==> src/rtl/ex_operand_stage_if.sv <==
// ex_operand_stage_if: bundles the ID-side capture inputs, the EX/MEM and
// MEM/WB forwarding inputs, the hazard controls and the EX-side outputs of
// the ID/EX operand stage.
//   slave  : used by the stage itself (ID/forwarding/hazard in, EX out)
//   master : used by whatever drives the stage (ID/forwarding/hazard out, EX in)
interface ex_operand_stage_if;
    // hazard control
    logic        stall;
    logic        flush;
    // ID-side instruction fields
    logic        id_valid;
    logic [63:0] id_pc;
    logic [63:0] id_rs1_data;
    logic [63:0] id_rs2_data;
    logic [63:0] id_imm;
    logic [4:0]  id_rs1;
    logic [4:0]  id_rs2;
    logic [4:0]  id_rd;
    logic        id_alu_src;
    logic [1:0]  id_alu_op;
    logic [2:0]  id_funct3;
    logic        id_funct7b5;
    logic        id_reg_write;
    logic        id_mem_read;
    logic        id_mem_write;
    logic        id_branch;
    logic        id_mem_to_reg;
    // forwarding sources
    logic        exmem_reg_write;
    logic [4:0]  exmem_rd;
    logic [63:0] exmem_result;
    logic        memwb_reg_write;
    logic [4:0]  memwb_rd;
    logic [63:0] memwb_result;
    // EX-side outputs
    logic        ex_valid;
    logic [63:0] ex_a;
    logic [63:0] ex_b;
    logic [3:0]  ex_alu_ctl;
    logic [63:0] ex_store_data;
    logic [63:0] ex_pc;
    logic [63:0] ex_imm;
    logic [4:0]  ex_rd;
    logic        ex_reg_write;
    logic        ex_mem_read;
    logic        ex_mem_write;
    logic        ex_branch;
    logic        ex_mem_to_reg;
    logic        ex_illegal;

    modport slave (
        input  stall, flush,
        input  id_valid, id_pc, id_rs1_data, id_rs2_data, id_imm,
        input  id_rs1, id_rs2, id_rd, id_alu_src, id_alu_op, id_funct3, id_funct7b5,
        input  id_reg_write, id_mem_read, id_mem_write, id_branch, id_mem_to_reg,
        input  exmem_reg_write, exmem_rd, exmem_result,
        input  memwb_reg_write, memwb_rd, memwb_result,
        output ex_valid, ex_a, ex_b, ex_alu_ctl, ex_store_data, ex_pc, ex_imm, ex_rd,
        output ex_reg_write, ex_mem_read, ex_mem_write, ex_branch, ex_mem_to_reg, ex_illegal
    );

    modport master (
        output stall, flush,
        output id_valid, id_pc, id_rs1_data, id_rs2_data, id_imm,
        output id_rs1, id_rs2, id_rd, id_alu_src, id_alu_op, id_funct3, id_funct7b5,
        output id_reg_write, id_mem_read, id_mem_write, id_branch, id_mem_to_reg,
        output exmem_reg_write, exmem_rd, exmem_result,
        output memwb_reg_write, memwb_rd, memwb_result,
        input  ex_valid, ex_a, ex_b, ex_alu_ctl, ex_store_data, ex_pc, ex_imm, ex_rd,
        input  ex_reg_write, ex_mem_read, ex_mem_write, ex_branch, ex_mem_to_reg, ex_illegal
    );
endinterface

==> src/rtl/ex_operand_stage.sv <==
// ex_operand_stage: ID/EX pipeline register feeding the 64-bit ALU.
// Captures decoded ID fields, decodes the 2-bit main ALU op + funct bits into
// the 4-bit ALUop at capture time, and forwards EX/MEM / MEM/WB results onto
// the ALU operands and store data combinationally.
// Ports:
//   clk  - rising-edge clock
//   rst  - asynchronous active-high reset
//   bus  - ex_operand_stage_if.slave (ID fields, forwarding, stall/flush, EX outputs)
module ex_operand_stage (
    input  logic                   clk,
    input  logic                   rst,
    ex_operand_stage_if.slave      bus
);
    localparam logic [3:0] ALU_AND = 4'b0000;
    localparam logic [3:0] ALU_OR  = 4'b0001;
    localparam logic [3:0] ALU_ADD = 4'b0010;
    localparam logic [3:0] ALU_SUB = 4'b0110;
    localparam logic [3:0] ALU_SLT = 4'b0111;

    logic        valid_q;
    logic [63:0] pc_q, imm_q, rs1_data_q, rs2_data_q;
    logic [4:0]  rs1_q, rs2_q, rd_q;
    logic        alu_src_q;
    logic [3:0]  alu_ctl_q;
    logic        illegal_q;
    logic        reg_write_q, mem_read_q, mem_write_q, branch_q, mem_to_reg_q;

    logic [3:0]  alu_ctl_d;
    logic        illegal_d;
    logic [63:0] fwd_rs1, fwd_rs2;

    // ALU control decode; unsupported combinations fall back to ADD and flag.
    always_comb begin
        alu_ctl_d = ALU_ADD;
        illegal_d = 1'b0;
        case (bus.id_alu_op)
            2'b00: alu_ctl_d = ALU_ADD;
            2'b01: alu_ctl_d = ALU_SUB;
            2'b10: begin
                case ({bus.id_funct7b5, bus.id_funct3})
                    4'b0_000: alu_ctl_d = ALU_ADD;
                    4'b1_000: alu_ctl_d = ALU_SUB;
                    4'b0_111: alu_ctl_d = ALU_AND;
                    4'b0_110: alu_ctl_d = ALU_OR;
                    4'b0_010: alu_ctl_d = ALU_SLT;
                    default:  illegal_d = 1'b1;
                endcase
            end
            default: begin
                // I-type arithmetic: funct7b5 is part of the immediate, ignore it
                case (bus.id_funct3)
                    3'b000:  alu_ctl_d = ALU_ADD;
                    3'b111:  alu_ctl_d = ALU_AND;
                    3'b110:  alu_ctl_d = ALU_OR;
                    3'b010:  alu_ctl_d = ALU_SLT;
                    default: illegal_d = 1'b1;
                endcase
            end
        endcase
    end

    // Forwarding: EX/MEM beats MEM/WB; x0 is never forwarded.
    always_comb begin
        if (bus.exmem_reg_write && bus.exmem_rd != 5'd0 && bus.exmem_rd == rs1_q)
            fwd_rs1 = bus.exmem_result;
        else if (bus.memwb_reg_write && bus.memwb_rd != 5'd0 && bus.memwb_rd == rs1_q)
            fwd_rs1 = bus.memwb_result;
        else
            fwd_rs1 = rs1_data_q;

        if (bus.exmem_reg_write && bus.exmem_rd != 5'd0 && bus.exmem_rd == rs2_q)
            fwd_rs2 = bus.exmem_result;
        else if (bus.memwb_reg_write && bus.memwb_rd != 5'd0 && bus.memwb_rd == rs2_q)
            fwd_rs2 = bus.memwb_result;
        else
            fwd_rs2 = rs2_data_q;
    end

    always_ff @(posedge clk or posedge rst) begin
        if (rst) begin
            valid_q      <= 1'b0;
            pc_q         <= '0;
            imm_q        <= '0;
            rs1_data_q   <= '0;
            rs2_data_q   <= '0;
            rs1_q        <= '0;
            rs2_q        <= '0;
            rd_q         <= '0;
            alu_src_q    <= 1'b0;
            alu_ctl_q    <= '0;
            illegal_q    <= 1'b0;
            reg_write_q  <= 1'b0;
            mem_read_q   <= 1'b0;
            mem_write_q  <= 1'b0;
            branch_q     <= 1'b0;
            mem_to_reg_q <= 1'b0;
        end else if (bus.flush) begin
            // Bubble: control cleared, data fields left as they were.
            valid_q      <= 1'b0;
            alu_src_q    <= 1'b0;
            alu_ctl_q    <= '0;
            illegal_q    <= 1'b0;
            reg_write_q  <= 1'b0;
            mem_read_q   <= 1'b0;
            mem_write_q  <= 1'b0;
            branch_q     <= 1'b0;
            mem_to_reg_q <= 1'b0;
        end else if (bus.stall) begin
            // Absorb forwarded values so they survive the producers retiring.
            rs1_data_q <= fwd_rs1;
            rs2_data_q <= fwd_rs2;
        end else begin
            valid_q      <= bus.id_valid;
            pc_q         <= bus.id_pc;
            imm_q        <= bus.id_imm;
            rs1_data_q   <= bus.id_rs1_data;
            rs2_data_q   <= bus.id_rs2_data;
            rs1_q        <= bus.id_rs1;
            rs2_q        <= bus.id_rs2;
            rd_q         <= bus.id_rd;
            alu_src_q    <= bus.id_alu_src;
            alu_ctl_q    <= alu_ctl_d;
            illegal_q    <= illegal_d     & bus.id_valid;
            reg_write_q  <= bus.id_reg_write  & bus.id_valid;
            mem_read_q   <= bus.id_mem_read   & bus.id_valid;
            mem_write_q  <= bus.id_mem_write  & bus.id_valid;
            branch_q     <= bus.id_branch     & bus.id_valid;
            mem_to_reg_q <= bus.id_mem_to_reg & bus.id_valid;
        end
    end

    assign bus.ex_valid      = valid_q;
    assign bus.ex_a          = fwd_rs1;
    assign bus.ex_b          = alu_src_q ? imm_q : fwd_rs2;
    assign bus.ex_store_data = fwd_rs2;
    assign bus.ex_alu_ctl    = alu_ctl_q;
    assign bus.ex_pc         = pc_q;
    assign bus.ex_imm        = imm_q;
    assign bus.ex_rd         = rd_q;
    assign bus.ex_reg_write  = reg_write_q;
    assign bus.ex_mem_read   = mem_read_q;
    assign bus.ex_mem_write  = mem_write_q;
    assign bus.ex_branch     = branch_q;
    assign bus.ex_mem_to_reg = mem_to_reg_q;
    assign bus.ex_illegal    = illegal_q;
endmodule
==> src/flat_wrapper.sv <==
// flat-port wrapper written by rule: the top's interface ports become plain ports
module ex_operand_stage_flat 
  (clk, rst, bus_stall, bus_flush, bus_id_valid, bus_id_pc, bus_id_rs1_data, bus_id_rs2_data, bus_id_imm, bus_id_rs1, bus_id_rs2, bus_id_rd, bus_id_alu_src, bus_id_alu_op, bus_id_funct3, bus_id_funct7b5, bus_id_reg_write, bus_id_mem_read, bus_id_mem_write, bus_id_branch, bus_id_mem_to_reg, bus_exmem_reg_write, bus_exmem_rd, bus_exmem_result, bus_memwb_reg_write, bus_memwb_rd, bus_memwb_result, bus_ex_valid, bus_ex_a, bus_ex_b, bus_ex_alu_ctl, bus_ex_store_data, bus_ex_pc, bus_ex_imm, bus_ex_rd, bus_ex_reg_write, bus_ex_mem_read, bus_ex_mem_write, bus_ex_branch, bus_ex_mem_to_reg, bus_ex_illegal);
  ex_operand_stage_if bus_i ();
  input  logic clk;
  input  logic rst;
  input wire logic [$bits(bus_i.stall)-1:0] bus_stall;
  input wire logic [$bits(bus_i.flush)-1:0] bus_flush;
  input wire logic [$bits(bus_i.id_valid)-1:0] bus_id_valid;
  input wire logic [$bits(bus_i.id_pc)-1:0] bus_id_pc;
  input wire logic [$bits(bus_i.id_rs1_data)-1:0] bus_id_rs1_data;
  input wire logic [$bits(bus_i.id_rs2_data)-1:0] bus_id_rs2_data;
  input wire logic [$bits(bus_i.id_imm)-1:0] bus_id_imm;
  input wire logic [$bits(bus_i.id_rs1)-1:0] bus_id_rs1;
  input wire logic [$bits(bus_i.id_rs2)-1:0] bus_id_rs2;
  input wire logic [$bits(bus_i.id_rd)-1:0] bus_id_rd;
  input wire logic [$bits(bus_i.id_alu_src)-1:0] bus_id_alu_src;
  input wire logic [$bits(bus_i.id_alu_op)-1:0] bus_id_alu_op;
  input wire logic [$bits(bus_i.id_funct3)-1:0] bus_id_funct3;
  input wire logic [$bits(bus_i.id_funct7b5)-1:0] bus_id_funct7b5;
  input wire logic [$bits(bus_i.id_reg_write)-1:0] bus_id_reg_write;
  input wire logic [$bits(bus_i.id_mem_read)-1:0] bus_id_mem_read;
  input wire logic [$bits(bus_i.id_mem_write)-1:0] bus_id_mem_write;
  input wire logic [$bits(bus_i.id_branch)-1:0] bus_id_branch;
  input wire logic [$bits(bus_i.id_mem_to_reg)-1:0] bus_id_mem_to_reg;
  input wire logic [$bits(bus_i.exmem_reg_write)-1:0] bus_exmem_reg_write;
  input wire logic [$bits(bus_i.exmem_rd)-1:0] bus_exmem_rd;
  input wire logic [$bits(bus_i.exmem_result)-1:0] bus_exmem_result;
  input wire logic [$bits(bus_i.memwb_reg_write)-1:0] bus_memwb_reg_write;
  input wire logic [$bits(bus_i.memwb_rd)-1:0] bus_memwb_rd;
  input wire logic [$bits(bus_i.memwb_result)-1:0] bus_memwb_result;
  output wire logic [$bits(bus_i.ex_valid)-1:0] bus_ex_valid;
  output wire logic [$bits(bus_i.ex_a)-1:0] bus_ex_a;
  output wire logic [$bits(bus_i.ex_b)-1:0] bus_ex_b;
  output wire logic [$bits(bus_i.ex_alu_ctl)-1:0] bus_ex_alu_ctl;
  output wire logic [$bits(bus_i.ex_store_data)-1:0] bus_ex_store_data;
  output wire logic [$bits(bus_i.ex_pc)-1:0] bus_ex_pc;
  output wire logic [$bits(bus_i.ex_imm)-1:0] bus_ex_imm;
  output wire logic [$bits(bus_i.ex_rd)-1:0] bus_ex_rd;
  output wire logic [$bits(bus_i.ex_reg_write)-1:0] bus_ex_reg_write;
  output wire logic [$bits(bus_i.ex_mem_read)-1:0] bus_ex_mem_read;
  output wire logic [$bits(bus_i.ex_mem_write)-1:0] bus_ex_mem_write;
  output wire logic [$bits(bus_i.ex_branch)-1:0] bus_ex_branch;
  output wire logic [$bits(bus_i.ex_mem_to_reg)-1:0] bus_ex_mem_to_reg;
  output wire logic [$bits(bus_i.ex_illegal)-1:0] bus_ex_illegal;
  assign bus_i.stall = bus_stall;
  assign bus_i.flush = bus_flush;
  assign bus_i.id_valid = bus_id_valid;
  assign bus_i.id_pc = bus_id_pc;
  assign bus_i.id_rs1_data = bus_id_rs1_data;
  assign bus_i.id_rs2_data = bus_id_rs2_data;
  assign bus_i.id_imm = bus_id_imm;
  assign bus_i.id_rs1 = bus_id_rs1;
  assign bus_i.id_rs2 = bus_id_rs2;
  assign bus_i.id_rd = bus_id_rd;
  assign bus_i.id_alu_src = bus_id_alu_src;
  assign bus_i.id_alu_op = bus_id_alu_op;
  assign bus_i.id_funct3 = bus_id_funct3;
  assign bus_i.id_funct7b5 = bus_id_funct7b5;
  assign bus_i.id_reg_write = bus_id_reg_write;
  assign bus_i.id_mem_read = bus_id_mem_read;
  assign bus_i.id_mem_write = bus_id_mem_write;
  assign bus_i.id_branch = bus_id_branch;
  assign bus_i.id_mem_to_reg = bus_id_mem_to_reg;
  assign bus_i.exmem_reg_write = bus_exmem_reg_write;
  assign bus_i.exmem_rd = bus_exmem_rd;
  assign bus_i.exmem_result = bus_exmem_result;
  assign bus_i.memwb_reg_write = bus_memwb_reg_write;
  assign bus_i.memwb_rd = bus_memwb_rd;
  assign bus_i.memwb_result = bus_memwb_result;
  assign bus_ex_valid = bus_i.ex_valid;
  assign bus_ex_a = bus_i.ex_a;
  assign bus_ex_b = bus_i.ex_b;
  assign bus_ex_alu_ctl = bus_i.ex_alu_ctl;
  assign bus_ex_store_data = bus_i.ex_store_data;
  assign bus_ex_pc = bus_i.ex_pc;
  assign bus_ex_imm = bus_i.ex_imm;
  assign bus_ex_rd = bus_i.ex_rd;
  assign bus_ex_reg_write = bus_i.ex_reg_write;
  assign bus_ex_mem_read = bus_i.ex_mem_read;
  assign bus_ex_mem_write = bus_i.ex_mem_write;
  assign bus_ex_branch = bus_i.ex_branch;
  assign bus_ex_mem_to_reg = bus_i.ex_mem_to_reg;
  assign bus_ex_illegal = bus_i.ex_illegal;
  ex_operand_stage u_core (.clk(clk), .rst(rst), .bus(bus_i));
endmodule
==> config.mk <==
export PLATFORM = sky130hd
export DESIGN_NAME = ex_operand_stage_flat
export DESIGN_NICKNAME = d
export VERILOG_FILES = /design/src/rtl/ex_operand_stage_if.sv /design/src/rtl/ex_operand_stage.sv /design/src/flat_wrapper.sv
export SDC_FILE = /design/constraint.sdc
export NUM_CORES = 1
export LEC_CHECK = 0
export ABC_AREA = 1
export CORE_AREA = 2 2 300 302
export DETAILED_ROUTE_END_ITERATION = 10
export DIE_AREA = 0 0 302 304
export PLACE_DENSITY = 0.5
export RECOVER_POWER = 50
export SYNTH_ARGS = -nofsm -noshare
export SYNTH_HDL_FRONTEND = slang
export SYNTH_SLANG_ARGS = --single-unit
==> constraint.sdc <==
create_clock -name clk -period 24.8 [get_ports clk]
set_clock_uncertainty 0.15 [all_clocks]
set_input_delay 6.2 -clock clk [delete_from_list [all_inputs] [get_ports clk]]
set_output_delay 6.2 -clock clk [all_outputs]
set_load 0.02 [all_outputs]
==> results.ini <==
[sta]
grt_setup_unrepaired=no
finalCritPeriodShare_pct=66.9
setup_viol=0
slew_violations=524
worstMarginPinSlew_ps=4880
fin_ws_ps=8220
finalSetupTns_ps=0
fin_crit_ps=16580
finalHoldViolCount=0
clock.fmax_mhz=60.3
slew_headroom_pct=-227
holdWs_ps=311

[worst_setup_path]
r2r_end=u_core.rs2_data_q[31]$_DFFE_PP0N_
worstSetupStartpointType=input pin
critPathArrivalTime_ps=10230
worstPathMaxFanout=64
worstSetupPathType=in2out
cp.required_ps=18450
worstReg2RegStart=u_core.rs2_q[4]$_DFFE_PP0P_
setup.worst_path.start=bus_exmem_rd[2]
r2r_setup_slack_ps=21250
path_cells=clkdlybuf4s50_1 -> xor2_1 -> nor2_4 -> nand3_4 -> nand3_1 -> nand3_1 -> nand2_1 -> clkdlybuf4s50_1
reg2reg_depth=6
crit_end=bus_ex_b[37]
cpPeakStageDelay_ps=1040
crit_path_top_delay_cell=nand3_4
endpoint_kind=output port

[placement]
numPortBuffers=762
hpwl_mm=66.0
gp_congestion=0.891
place_ws_ps=8220

[final_layout]
syn_to_final_growth_pct=60.0
layout.nets=3370
final_cell_mix=nand2_1, clkdlybuf4s50_1, nand3_1
nFillCells=9715
final_common_cell=nand2_1
ff_latch_area_um2=7060
drive_gt1_share_pct=5.08
multi_input_area_um2=8360

[routing]
ant_nets=0
vias=19200
viasPerCell=4.61
dr.pass1.iters=5
drt-initial-drc-count=1529
wl_mm=93.8
drcViolationCount=0
avgRoutedWirePerCell_um=22.6

[synthesis]
ys_seq_elements=282
synthDistinctLibCells=28
syn_avg_cell_area_um2=7.25
synth_largest_area_cell=dfrtp_1
netlist_area_um2=16500
ys_warn_count=0
synth_nets=2700
synth_area_leaders=dfrtp_1, nand2_1, nand3_1
synth_seq_area_share_pct=42.8
synth_top_area_share_pct=42.8
syn_inst=2272

[floorplan]
io-pin-count=764
die_h_um=304
initial_core_util_pct=18.5
die_x_um=302
die_area_um2=91800
core_um2=89000
row_count=110

[clock_network]
h-tree-depth=2
cts_tree=built
clock-sinks=282
clk_latency_ps=570
clock_path_buffers=3
cts_hold_buf=0
clkSlewWorstSetupHoldPaths_ps=50
cts_setup_buffers=0
ctsRootBufferMaster=clkbuf_16
cts_buffers=40
cts-resized-gates=0

[power]
irDropWorstVdd_v=0.0000488
cellPowerDensity_nw_per_um2=67.8
leakagePower_nw=12.2
power_mw=1.79

[grt]
grt_pass1_wl_mm=134
gr-total-overflow=0
antenna_found_initial=11
globalRouteTotalUtil_pct=19.7
grt_max_degree=103
grt_pass1_vias=19100

[run]
maxCapViolations=8

[status]
status=finished with violations
violations=max-capacitance violations, max-slew violations

[worst_hold_path]
worstHoldPathType=reg2reg

-- area by class of cell --
type,count,share of cell area [%]
Multi-Input combinational cell,1738,31.7
Timing Repair Buffer,795,29.8
Sequential cell,282,26.8
Tap cell,1176,5.58
Clock buffer,63,4.35
Inverter,85,1.23
Clock inverter,10,0.508
Antenna cell,10,0.0949
-- metal layers --
metal / up-vias / share of wire [%] / global-route usage (%)
met3: 138 / 8.2 / 4.47
met5: - / 0.014 / 0
li1: 8886 / - / -
met2: 929 / 48 / 32.9
met4: 2 / 2.7 / 6.17
met1: 9223 / 41 / 25.0
-- report_power, final --
group / leakage [nW] / internal (mW) / switching, mW
clock network: 0.625 / 0.339 / 0.241
registers: 3.52 / 0.521 / 0.0386
logic: 8.06 / 0.279 / 0.369
total: 12.2 / 1.14 / 0.649
-- worst min-delay path by stage --
stage,cells after the start,slack [ps],start,endpoint
6_report,2,310,u_core.bus.ex_pc[2]$_DFFE_PP0P_,u_core.bus.ex_pc[2]$_DFFE_PP0P_
3_3_place_gp,2,300,u_core.bus.ex_pc[14]$_DFFE_PP0P_,u_core.bus.ex_pc[14]$_DFFE_PP0P_
3_5_place_dp,2,310,u_core.bus.ex_pc[48]$_DFFE_PP0P_,u_core.bus.ex_pc[48]$_DFFE_PP0P_
2_1_floorplan,2,330,u_core.rs1_data_q[0]$_DFFE_PP0N_,u_core.rs1_data_q[0]$_DFFE_PP0N_
4_1_cts,2,320,u_core.bus.ex_pc[63]$_DFFE_PP0P_,u_core.bus.ex_pc[63]$_DFFE_PP0P_
5_1_grt,2,330,u_core.bus.ex_rd[2]$_DFFE_PP0P_,u_core.bus.ex_rd[2]$_DFFE_PP0P_
-- cell usage after synthesis --
master    count
inv_1        84
a21oi_1       3
buf_6        12
xnor2_1       6
dfrtp_1     282
nor3_1        4
o211ai_1      1
nand3_2       2
inv_2         1
buf_4         7
or2_2         2
clkbuf_1     82
conb_1        1
buf_2        55
nor3_2        1
and2_2       48
xor2_1        8
o41ai_1       1
buf_1        11
nand2_2       2
nor2_1       19
a22o_1        5
nand3_1     581
nor3_4        2
o21ai_0       9
nand2_1     835
and2_1       80
a22oi_1     128
-- critical path, delay by kind of cell --
family,cells,cell delay (ps)
simple gates,5,2650
buf+inv,2,1100
xor+xnor,1,200
-- cell families (layout without fill, tap and decap cells) --
kind of cell	count (synthesis)	in the layout	synth area share [%]
other	1	11	0.0228
AND/OR/NAND/NOR	1576	1576	43.0
buffers and inverters	252	953	6.86
flip-flops	282	282	42.8
XOR/XNOR	14	14	0.744
AO/OA/AOI/OAI	147	147	6.56
-- metrics by stage --
stage	util, %	cells	instance area (um^2)
floorplan	-	2272	16500
global placement	28.2	4076	25100
finish	29.6	4159	26400
global route	29.6	4157	26400
CTS	29.6	4149	26400
detailed placement	28.2	4076	25100
No activity file was read; power rests on OpenSTA's default activity.
